--- config.mk ---
export PLATFORM = sky130hd
export DESIGN_NAME = rx_cmd_ctrl
export DESIGN_NICKNAME = d
export VERILOG_FILES = /design/src/rtl/rx_cmd_ctrl.sv
export SDC_FILE = /design/constraint.sdc
export NUM_CORES = 1
export LEC_CHECK = 0
export ABC_AREA = 1
export CAP_MARGIN = 10
export CELL_PAD_IN_SITES_DETAIL_PLACEMENT = 2
export CELL_PAD_IN_SITES_GLOBAL_PLACEMENT = 2
export CORE_MARGIN = 3
export CORE_UTILIZATION = 32
export DETAILED_ROUTE_END_ITERATION = 12
export DONT_BUFFER_PORTS = 1
export PLACE_DENSITY = 0.81
export SLEW_MARGIN = 40
export SYNTH_ARGS = -nofsm -noshare
export SYNTH_HDL_FRONTEND = slang
export SYNTH_SLANG_ARGS = --single-unit
--- constraint.sdc ---
create_clock -name clk -period 2 [get_ports clk]
set_input_delay 0.6 -clock clk [delete_from_list [all_inputs] [get_ports clk]]
set_output_delay 0.6 -clock clk [all_outputs]
set_load 0.01 [all_outputs]
--- src/rtl/rx_cmd_ctrl.sv ---
// rx_cmd_ctrl: receive-side command controller behind the UART receiver.
// Decodes write / read / ALU packets from received bytes, drives the register
// file and ALU, and returns read data or ALU results through a valid/ready
// byte handshake. Every multi-byte packet and every response wait is guarded
// by an idle timeout.
module rx_cmd_ctrl #(
    parameter int ADDR_W   = 4,
    parameter int FUN_W    = 4,
    parameter int TIMEOUT  = 1023,
    parameter int OPA_ADDR = 0,
    parameter int OPB_ADDR = 1
) (
    input  logic              clk,
    input  logic              rst,
    input  logic [7:0]        rx_data,
    input  logic              rx_valid,
    output logic              rf_wr_en,
    output logic              rf_rd_en,
    output logic [ADDR_W-1:0] rf_addr,
    output logic [7:0]        rf_wr_data,
    input  logic [7:0]        rf_rd_data,
    input  logic              rf_rd_valid,
    output logic              alu_en,
    output logic [FUN_W-1:0]  alu_fun,
    input  logic [15:0]       alu_out,
    input  logic              alu_out_valid,
    output logic              clk_gate_en,
    output logic [7:0]        tx_data,
    output logic              tx_valid,
    input  logic              tx_ready,
    output logic              busy,
    output logic              cmd_err,
    output logic              timeout_err,
    output logic              drop_err
);

    localparam int                CNT_W   = $clog2(TIMEOUT + 1);
    localparam logic [CNT_W-1:0]  CNT_MAX = CNT_W'(TIMEOUT);
    localparam logic [ADDR_W-1:0] OPA_A   = ADDR_W'(OPA_ADDR);
    localparam logic [ADDR_W-1:0] OPB_A   = ADDR_W'(OPB_ADDR);

    localparam logic [7:0] CMD_WR  = 8'hAA;
    localparam logic [7:0] CMD_RD  = 8'hBB;
    localparam logic [7:0] CMD_ALU = 8'hCC;
    localparam logic [7:0] CMD_FUN = 8'hDD;

    typedef enum logic [3:0] {
        IDLE,
        WR_ADDR,
        WR_DATA,
        RD_ADDR,
        OPA,
        OPB,
        FUN,
        RF_WAIT,
        ALU_WAIT,
        TX_LO,
        TX_HI
    } state_t;

    state_t            state, state_d;
    logic [CNT_W-1:0]  cnt, cnt_d;
    logic [ADDR_W-1:0] addr_q, addr_d;
    logic [7:0]        hi_q, hi_d;
    logic              two_q, two_d;
    logic              expire;
    logic              abort;
    logic              running;

    logic              rf_wr_en_d, rf_rd_en_d, alu_en_d;
    logic [ADDR_W-1:0] rf_addr_d;
    logic [7:0]        rf_wr_data_d, tx_data_d;
    logic [FUN_W-1:0]  alu_fun_d;
    logic              tx_valid_d, cmd_err_d, timeout_err_d, drop_err_d;

    assign expire = (cnt == CNT_MAX);

    // Next-state, next-output and timeout-counter decode for the packet FSM
    always_comb begin
        state_d       = state;
        addr_d        = addr_q;
        hi_d          = hi_q;
        two_d         = two_q;
        abort         = 1'b0;
        rf_wr_en_d    = 1'b0;
        rf_rd_en_d    = 1'b0;
        rf_addr_d     = rf_addr;
        rf_wr_data_d  = rf_wr_data;
        alu_en_d      = 1'b0;
        alu_fun_d     = alu_fun;
        tx_data_d     = tx_data;
        tx_valid_d    = tx_valid;
        cmd_err_d     = 1'b0;
        timeout_err_d = 1'b0;
        drop_err_d    = 1'b0;

        case (state)
            IDLE: begin
                if (rx_valid) begin
                    case (rx_data)
                        CMD_WR:  state_d = WR_ADDR;
                        CMD_RD:  state_d = RD_ADDR;
                        CMD_ALU: state_d = OPA;
                        CMD_FUN: state_d = FUN;
                        default: cmd_err_d = 1'b1;
                    endcase
                end
            end
            WR_ADDR: begin
                if (rx_valid) begin
                    addr_d  = rx_data[ADDR_W-1:0];
                    state_d = WR_DATA;
                end else if (expire) begin
                    abort = 1'b1;
                end
            end
            WR_DATA: begin
                if (rx_valid) begin
                    rf_wr_en_d   = 1'b1;
                    rf_addr_d    = addr_q;
                    rf_wr_data_d = rx_data;
                    state_d      = IDLE;
                end else if (expire) begin
                    abort = 1'b1;
                end
            end
            RD_ADDR: begin
                if (rx_valid) begin
                    rf_rd_en_d = 1'b1;
                    rf_addr_d  = rx_data[ADDR_W-1:0];
                    state_d    = RF_WAIT;
                end else if (expire) begin
                    abort = 1'b1;
                end
            end
            OPA: begin
                if (rx_valid) begin
                    rf_wr_en_d   = 1'b1;
                    rf_addr_d    = OPA_A;
                    rf_wr_data_d = rx_data;
                    state_d      = OPB;
                end else if (expire) begin
                    abort = 1'b1;
                end
            end
            OPB: begin
                if (rx_valid) begin
                    rf_wr_en_d   = 1'b1;
                    rf_addr_d    = OPB_A;
                    rf_wr_data_d = rx_data;
                    state_d      = FUN;
                end else if (expire) begin
                    abort = 1'b1;
                end
            end
            FUN: begin
                if (rx_valid) begin
                    alu_en_d  = 1'b1;
                    alu_fun_d = rx_data[FUN_W-1:0];
                    state_d   = ALU_WAIT;
                end else if (expire) begin
                    abort = 1'b1;
                end
            end
            RF_WAIT: begin
                drop_err_d = rx_valid;
                if (rf_rd_valid) begin
                    tx_data_d  = rf_rd_data;
                    tx_valid_d = 1'b1;
                    two_d      = 1'b0;
                    state_d    = TX_LO;
                end else if (expire) begin
                    abort = 1'b1;
                end
            end
            ALU_WAIT: begin
                drop_err_d = rx_valid;
                if (alu_out_valid) begin
                    tx_data_d  = alu_out[7:0];
                    hi_d       = alu_out[15:8];
                    tx_valid_d = 1'b1;
                    two_d      = 1'b1;
                    state_d    = TX_LO;
                end else if (expire) begin
                    abort = 1'b1;
                end
            end
            TX_LO: begin
                drop_err_d = rx_valid;
                if (tx_valid && tx_ready) begin
                    if (two_q) begin
                        tx_data_d = hi_q;
                        state_d   = TX_HI;
                    end else begin
                        tx_valid_d = 1'b0;
                        state_d    = IDLE;
                    end
                end
            end
            TX_HI: begin
                drop_err_d = rx_valid;
                if (tx_valid && tx_ready) begin
                    tx_valid_d = 1'b0;
                    state_d    = IDLE;
                end
            end
            default: begin
                tx_valid_d = 1'b0;
                state_d    = IDLE;
            end
        endcase

        if (abort) begin
            timeout_err_d = 1'b1;
            state_d       = IDLE;
        end

        running = (state == WR_ADDR) || (state == WR_DATA) || (state == RD_ADDR) ||
                  (state == OPA)     || (state == OPB)     || (state == FUN)     ||
                  (state == RF_WAIT) || (state == ALU_WAIT);
        if ((state_d != state) || !running) begin
            cnt_d = '0;
        end else begin
            cnt_d = cnt + CNT_W'(1);
        end
    end

    // State, context and registered-output update; reset aborts any packet
    always_ff @(posedge clk or posedge rst) begin
        if (rst) begin
            state       <= IDLE;
            cnt         <= '0;
            addr_q      <= '0;
            hi_q        <= '0;
            two_q       <= 1'b0;
            rf_wr_en    <= 1'b0;
            rf_rd_en    <= 1'b0;
            rf_addr     <= '0;
            rf_wr_data  <= '0;
            alu_en      <= 1'b0;
            alu_fun     <= '0;
            clk_gate_en <= 1'b0;
            tx_data     <= '0;
            tx_valid    <= 1'b0;
            busy        <= 1'b0;
            cmd_err     <= 1'b0;
            timeout_err <= 1'b0;
            drop_err    <= 1'b0;
        end else begin
            state       <= state_d;
            cnt         <= cnt_d;
            addr_q      <= addr_d;
            hi_q        <= hi_d;
            two_q       <= two_d;
            rf_wr_en    <= rf_wr_en_d;
            rf_rd_en    <= rf_rd_en_d;
            rf_addr     <= rf_addr_d;
            rf_wr_data  <= rf_wr_data_d;
            alu_en      <= alu_en_d;
            alu_fun     <= alu_fun_d;
            clk_gate_en <= (state_d == FUN) || (state_d == ALU_WAIT);
            tx_data     <= tx_data_d;
            tx_valid    <= tx_valid_d;
            busy        <= (state_d != IDLE);
            cmd_err     <= cmd_err_d;
            timeout_err <= timeout_err_d;
            drop_err    <= drop_err_d;
        end
    end

endmodule
==> results of run 1 <==
[synthesized netlist by cell type]
library cell and instances:
nor2_1 39, xor2_1 6, nand4_1 4, o21ai_1 2
dfrtp_1 60, nand3_2 1, inv_1 46, nand3_4 2
inv_2 3, a31oi_1 1, nand2_1 130, nor3b_1 1
clkbuf_1 1, o31ai_1 1, a41oi_1 8, nand2_2 4
buf_2 2, nand3b_1 1, nor2_2 2, buf_6 3
xnor2_1 1, nor2_4 4, nor3_1 15, o21ai_0 17
a21oi_1 12, ha_1 1, nand3_1 26, o21ai_2 1
and3_1 1, a221oi_4 1
[state kept, by name, summed over array words and instances, names as in the netlist, 4 cells and up]
signal      flops
state           4
cnt            10
hi_q            8
alu_fun         4
addr_q          4
rf_wr_data      8
tx_data         8
rf_addr         4
[per-layer routing]
layer,share of wire,vias up
met1,0.42,1407
met4,0.025,0
li1,-,1345
met3,0.039,18
met2,0.52,59
met5,0,-
[worst paths after layout]
check | to | depth (start not counted)
min | rf_wr_data[4] | 2
max in group asynchronous | state[2] | 2
max | cnt[5] | 12
min reg2reg | hi_q[0] | 2
min in group clk | hi_q[0] | 2
max reg2reg | cnt[5] | 12
[cell type report]
class,count,share of cell area
Timing Repair Buffer,28,0.0595
Clock buffer,12,0.0393
Inverter,49,0.0475
Sequential cell,60,0.381
Tap cell,129,0.0408
Multi-Input combinational cell,283,0.420
Clock inverter,4,0.0120
[what timing repair did]
| action | CTS | global route |
|---|---|---|
| buffers inserted | 0 | 9 |
| endpoints found under the setup margin | 15 | 21 |
| gates cloned | 0 | 2 |
| gates resized for setup | 5 | 66 |
| pin swaps | 0 | 18 |
[per-stage QoR]
stage               std cells  hold WS [ns]
global route              565         0.229
finish                    565         0.210
detailed placement        538         0.466
CTS                       554         0.211
global placement          538         0.448
floorplan                 396         0.433
[cell families (layout without fill, tap and decap cells)]
| kind of cell | count (synthesis) | after routing | share of synthesized area |
|---|---|---|---|
| AO/OA/AOI/OAI | 43 | 43 | 0.0886 |
| XOR/XNOR | 7 | 7 | 0.0198 |
| adder cells (fa/ha/maj) | 1 | 1 | 0.00404 |
| buffers and inverters | 55 | 93 | 0.0748 |
| flip-flops | 60 | 60 | 0.485 |
| AND/OR/NAND/NOR | 230 | 232 | 0.328 |
[report_power, final]
group | leakage [nW] | switching [mW] | internal, mW | total, mW
clock | 0.102 | 0.508 | 0.640 | 1.15
sequential | 0.765 | 0.440 | 1.63 | 2.07
combinational | 1.07 | 1.02 | 0.579 | 1.60
total | 1.93 | 1.97 | 2.85 | 4.82
==> out/summary.txt, run 1 <==
Detailed Route WL -> 10.7 mm
FF-to-FF setup slack -> -0.11 ns
leakage -> 1.93 nW
Avg Cell Area, Syn -> 7.81 um^2
cts hold-fix bufs -> 0
Core Util, Final -> 0.424
Final ANT Viol Nets -> 0
IO Count -> 71
data required time at the worst endpoint -> 2.25 ns
busiest grt layer -> met2
worst skew pair latency -> 0.35 ns
fillers -> 1051
CTS tree -> yes
DRT iter0 DRCs -> 108
multi-input combinational cell area -> 1660 um^2
worst min path class -> in -> async
DR vias -> 2829
CP Launch Type -> register
placed cell areas -> 3380 um^2
setup violators final -> 4
nets -> 470
hpwl dp -> 7.09 mm
DR DRC count -> 0
WP buf/inv -> 2
commonest non-fill, non-tap cells in the layout -> nand2_1, dfrtp_1, inv_1
P&R area growth vs syn -> 27.7%
die area -> 10900 um^2
top cells by area, synth -> dfrtp_1, nand2_1, inv_1
Initial Utilization -> 0.332
sequential-to-total area share from yosys stat -> 0.485
share of layout cells above drive strength 1 -> 0.266
max_slew headroom -> 0.751
Worst EP arrival -> 2.36 ns
syn_nets -> 435
die height -> 104 um
DR vias/cell -> 5.01
clk sinks -> 60
slowest stage cell, crit path -> dfrtp_2
met2 Use GR -> 0.304
initial antenna violation count -> 0
Syn. warnings -> 0
failing checks -> setup timing
overall power -> 4.82 mW
Final Max Tran Viols -> 0
gr usage total -> 0.185
FMAX -> 0.474 GHz
Crit. End Element -> register
power density over cell area -> 1220 nW/um^2
crit path kind -> reg -> reg
IO Port Bufs -> 0
Crit path largest cell delay -> 0.48 ns
CTS buffer count -> 9
origin of the worst setup path -> state[3]
final worst slack -> -0.108 ns
Max Clock Skew -> 0.00966 ns
Worst-path clk slew -> 0.07 ns
crit-path cells -> inv_2 > nand2_2 > nor2_4 > inv_1 > nand2_1 > nor2_1 > nand3_2 > nand3_2 > nand2_2 > nand2_4 > nand3_4 > nor3_4
GRT overflow -> 0
post-DR wirelength/cell -> 18.9 um
CTS root buf -> clkbuf_8
Clock Tree Buf Depth -> 2
setup TNS after final layout -> -0.285 ns
number of global-route vias before repair -> 3102
commonest non-fill, non-tap cell in the layout -> nand2_1
Syn Inst Count -> 396
Yosys top cell area share -> 0.485
register bit total from synthesis -> 60
fin crit period -> 2.11 ns
met3 usage in global routing -> 0.0428
htree depth -> 3
Max FO, Critical Path -> 5
status -> complete, but fails checks
Setup WS pre-CTS -> -0.0758 ns
Yosys cell types -> 30
cell taking the most area after synthesis -> dfrtp_1
Worst-Margin Slew -> 0.372 ns
largest net degree at the start of global routing -> 61
ant diodes -> 0
Worst path top cell family by delay -> simple AND/OR/NAND/NOR gates
worst vdd ir -> 457 uV
maxcap violations -> 0
Hold Vio Cnt, Final -> 0
drt first pass iters -> 4
first-pass GRT wire length -> 16.1 mm
R2R Path Start -> state[3]
period utilization -> 1.05
Die Wd -> 104 um
Mapped Area -> 3090 um^2
unrepaired setup endpoints after global routing -> true
GPL Wtd Cong -> 0.818
final instance area -> 3950 um^2
core footprint -> 9330 um^2
sequential cell area -> 1510 um^2
met1 Usage GRT -> 0.236
num rows -> 35
No activity file was read; power rests on OpenSTA's default activity.
==> run 2: changes to the inputs <==
--- a/config.mk
+++ b/config.mk
@@ -10,10 +10,9 @@
 export CELL_PAD_IN_SITES_DETAIL_PLACEMENT = 2
 export CELL_PAD_IN_SITES_GLOBAL_PLACEMENT = 2
 export CORE_MARGIN = 3
-export CORE_UTILIZATION = 32
+export CORE_UTILIZATION = 26
 export DETAILED_ROUTE_END_ITERATION = 12
-export DONT_BUFFER_PORTS = 1
-export PLACE_DENSITY = 0.81
+export PLACE_DENSITY = 0.84
 export SLEW_MARGIN = 40
 export SYNTH_ARGS = -nofsm -noshare
 export SYNTH_HDL_FRONTEND = slang
==> run 2 against run 1 <==
  * The flow still finishes with violations (setup timing)
  * Sequential share of layout area is 8.5 points lower
  * Fmax is 2.3% lower
  * Clock skew hardly changed
  * Power is 27% higher
  * Final area grew 29%
  * Critical path type is now in -> reg
  * Critical endpoint is now cnt[9]
==> out/summary.txt, run 2 (synthesized netlist as in run 1, its figures left out) <==
Setup WS pre-CTS -> -0.633 ns (-0.557 ns)
setup violators final -> 10 (+6)
GRT overflow -> 0 (unchanged)
period utilization -> 1.08 (+0.0246)
IO Port Bufs -> 70 (+70)
final instance area -> 5090 um^2 (+29%)
Max Clock Skew -> 0.00928 ns (-0.000383 ns)
placed cell areas -> 4320 um^2 (+28%)
die height -> 115 um (+10%)
cts hold-fix bufs -> 0 (unchanged)
final worst slack -> -0.157 ns (-0.0492 ns)
IO Count -> 71 (unchanged)
DR DRC count -> 0 (unchanged)
commonest non-fill, non-tap cells in the layout -> nand2_1, clkdlybuf4s50_1, dfrtp_1, buf_4, inv_1
Worst-Margin Slew -> 0.438 ns (+0.0661 ns)
initial antenna violation count -> 0 (unchanged)
Final ANT Viol Nets -> 0 (unchanged)
data required time at the worst endpoint -> 2.25 ns (about the same)
DR vias/cell -> 4.92 (-1.8%)
worst min path class -> reg -> reg
Crit. End Element -> register
worst r2r path cells -> 12 (unchanged)
max reg flops -> 10 (unchanged)
commonest non-fill, non-tap cell in the layout -> nand2_1
drt first pass iters -> 4 (unchanged)
CTS buffer count -> 9 (unchanged)
fillers -> 1270 (+21%)
Die Wd -> 115 um (+10%)
FMAX -> 0.464 GHz (-2.3%)
largest net degree at the start of global routing -> 61 (unchanged)
R2R Path Start -> cnt[0]
DR vias -> 3357 (+19%)
htree depth -> 3 (unchanged)
ant diodes -> 0 (unchanged)
status -> complete, but fails checks
unrepaired setup endpoints after global routing -> true
GPL Wtd Cong -> 0.885 (+8.3%)
die area -> 13200 um^2 (+22%)
Placed Cells -> 651 (+21%)
max_slew headroom -> 0.706 (-0.0454)
CTS root buf -> clkbuf_16
Clock Tree Buf Depth -> 2 (unchanged)
CP Launch Type -> primary input
hold path depth -> 2
FF-to-FF End -> cnt[9]
FF-to-FF setup slack -> -0.09 ns (+0.02 ns)
worst vdd ir -> 383 uV (-16%)
clk sinks -> 60 (unchanged)
share of layout cells above drive strength 1 -> 0.306 (+0.0395)
DRT iter0 DRCs -> 99 (-8.3%)
Initial Utilization -> 0.269 (-0.0630)
Hold Vio Cnt, Final -> 0 (unchanged)
Worst-path clk slew -> 0.06 ns (about the same)
final non-filler cell total -> 683 (+21%)
Hold Path Origin -> rf_wr_data[4]
CTS tree -> yes
hpwl dp -> 8.78 mm (+24%)
Detailed Route WL -> 13.7 mm (+29%)
Final Max Tran Viols -> 0 (unchanged)
failing checks -> setup timing
worst skew pair latency -> 0.34 ns (about the same)
Top reg by flops -> cnt
number of global-route vias before repair -> 3711 (+20%)
post-DR wirelength/cell -> 20.1 um (+6.5%)
P&R area growth vs syn -> 64.4%
core footprint -> 11500 um^2 (+23%)
Worst EP arrival -> 2.40 ns (+0.04 ns)
leakage -> 2.43 nW (+26%)
maxcap violations -> 0 (unchanged)
first-pass GRT wire length -> 19.7 mm (+23%)
crit path kind -> in -> reg
origin of the worst setup path -> rf_rd_valid
power density over cell area -> 1200 nW/um^2 (-1.4%)
num rows -> 39 (+11%)
fin crit period -> 2.16 ns (+0.0492 ns)
gr usage total -> 0.192 (+0.00634)
Max FO, Critical Path -> 5 (unchanged)
nets -> 574 (+22%)
Worst Hold End -> rf_wr_data[4]
==> run 2: worst max path at each step <==
stage | endpoint | slack (ns) | cells after the start
floorplan | cnt[4] | 0.22 | 8
global placement | cnt[5] | -0.38 | 9
detailed placement | clk_gate_en | -0.63 | 11
CTS | cnt[4] | 0.002 | 11
global route | cnt[9] | -0.23 | 12
finish | cnt[9] | -0.16 | 12
==> run 2: area by class of cell <==
type,instances,area (um^2),area share
Tap cell,143,179,0.0352
Inverter,49,188,0.0369
Sequential cell,60,1510,0.296
Timing Repair Buffer,132,1230,0.242
Clock buffer,10,239,0.0470
Multi-Input combinational cell,283,1680,0.331
Clock inverter,6,63.8,0.0125
==> run 2: metal layers <==
layer,share of wire,track usage
met1,0.42,0.229
met2,0.53,0.344
met3,0.031,0.0411
met4,0.018,0.0579
met5,0,0
==> run 2: worst max-delay path: stages <==
cell and delay (ns):
clkdlybuf4s50_1 0.51, inv_2 0.06, nand3_2 0.11, buf_4 0.12, nand2_1 0.06, inv_1 0.08
nand3_2 0.12, nand4_1 0.13, nand2_1 0.08, inv_2 0.12, nand3_4 0.16, nor3_4 0.24
==> run 2: power breakdown <==
group	total, mW	internal [mW]	switching, mW	leakage, nW
clock network	1.57	0.994	0.578	0.144
registers	1.92	1.64	0.283	0.765
logic	2.63	1.18	1.44	1.52
total	6.12	3.81	2.30	2.43
==> run 2: stage by stage <==
stage | TNS (ns) | utilization | hold slack, ns | total power, mW
2_1_floorplan | 0 | - | 0.433 | 2.89
3_3_place_gp | -8.90 | 0.375 | 0.459 | 3.94
3_5_place_dp | -11.59 | 0.375 | 0.476 | 4.10
4_1_cts | 0 | 0.412 | 0.492 | 5.87
5_1_grt | -2.49 | 0.442 | 0.513 | 6.49
6_report | -0.668 | 0.442 | 0.487 | 6.12
==> run 2: what timing repair did <==
action / 4_1_cts / 5_1_grt
pin swaps: 4 / 19
cloned: 2 / 1
setup buffers: 0 / 13
resized for setup: 41 / 51
setup endpoints to repair: 14 / 22
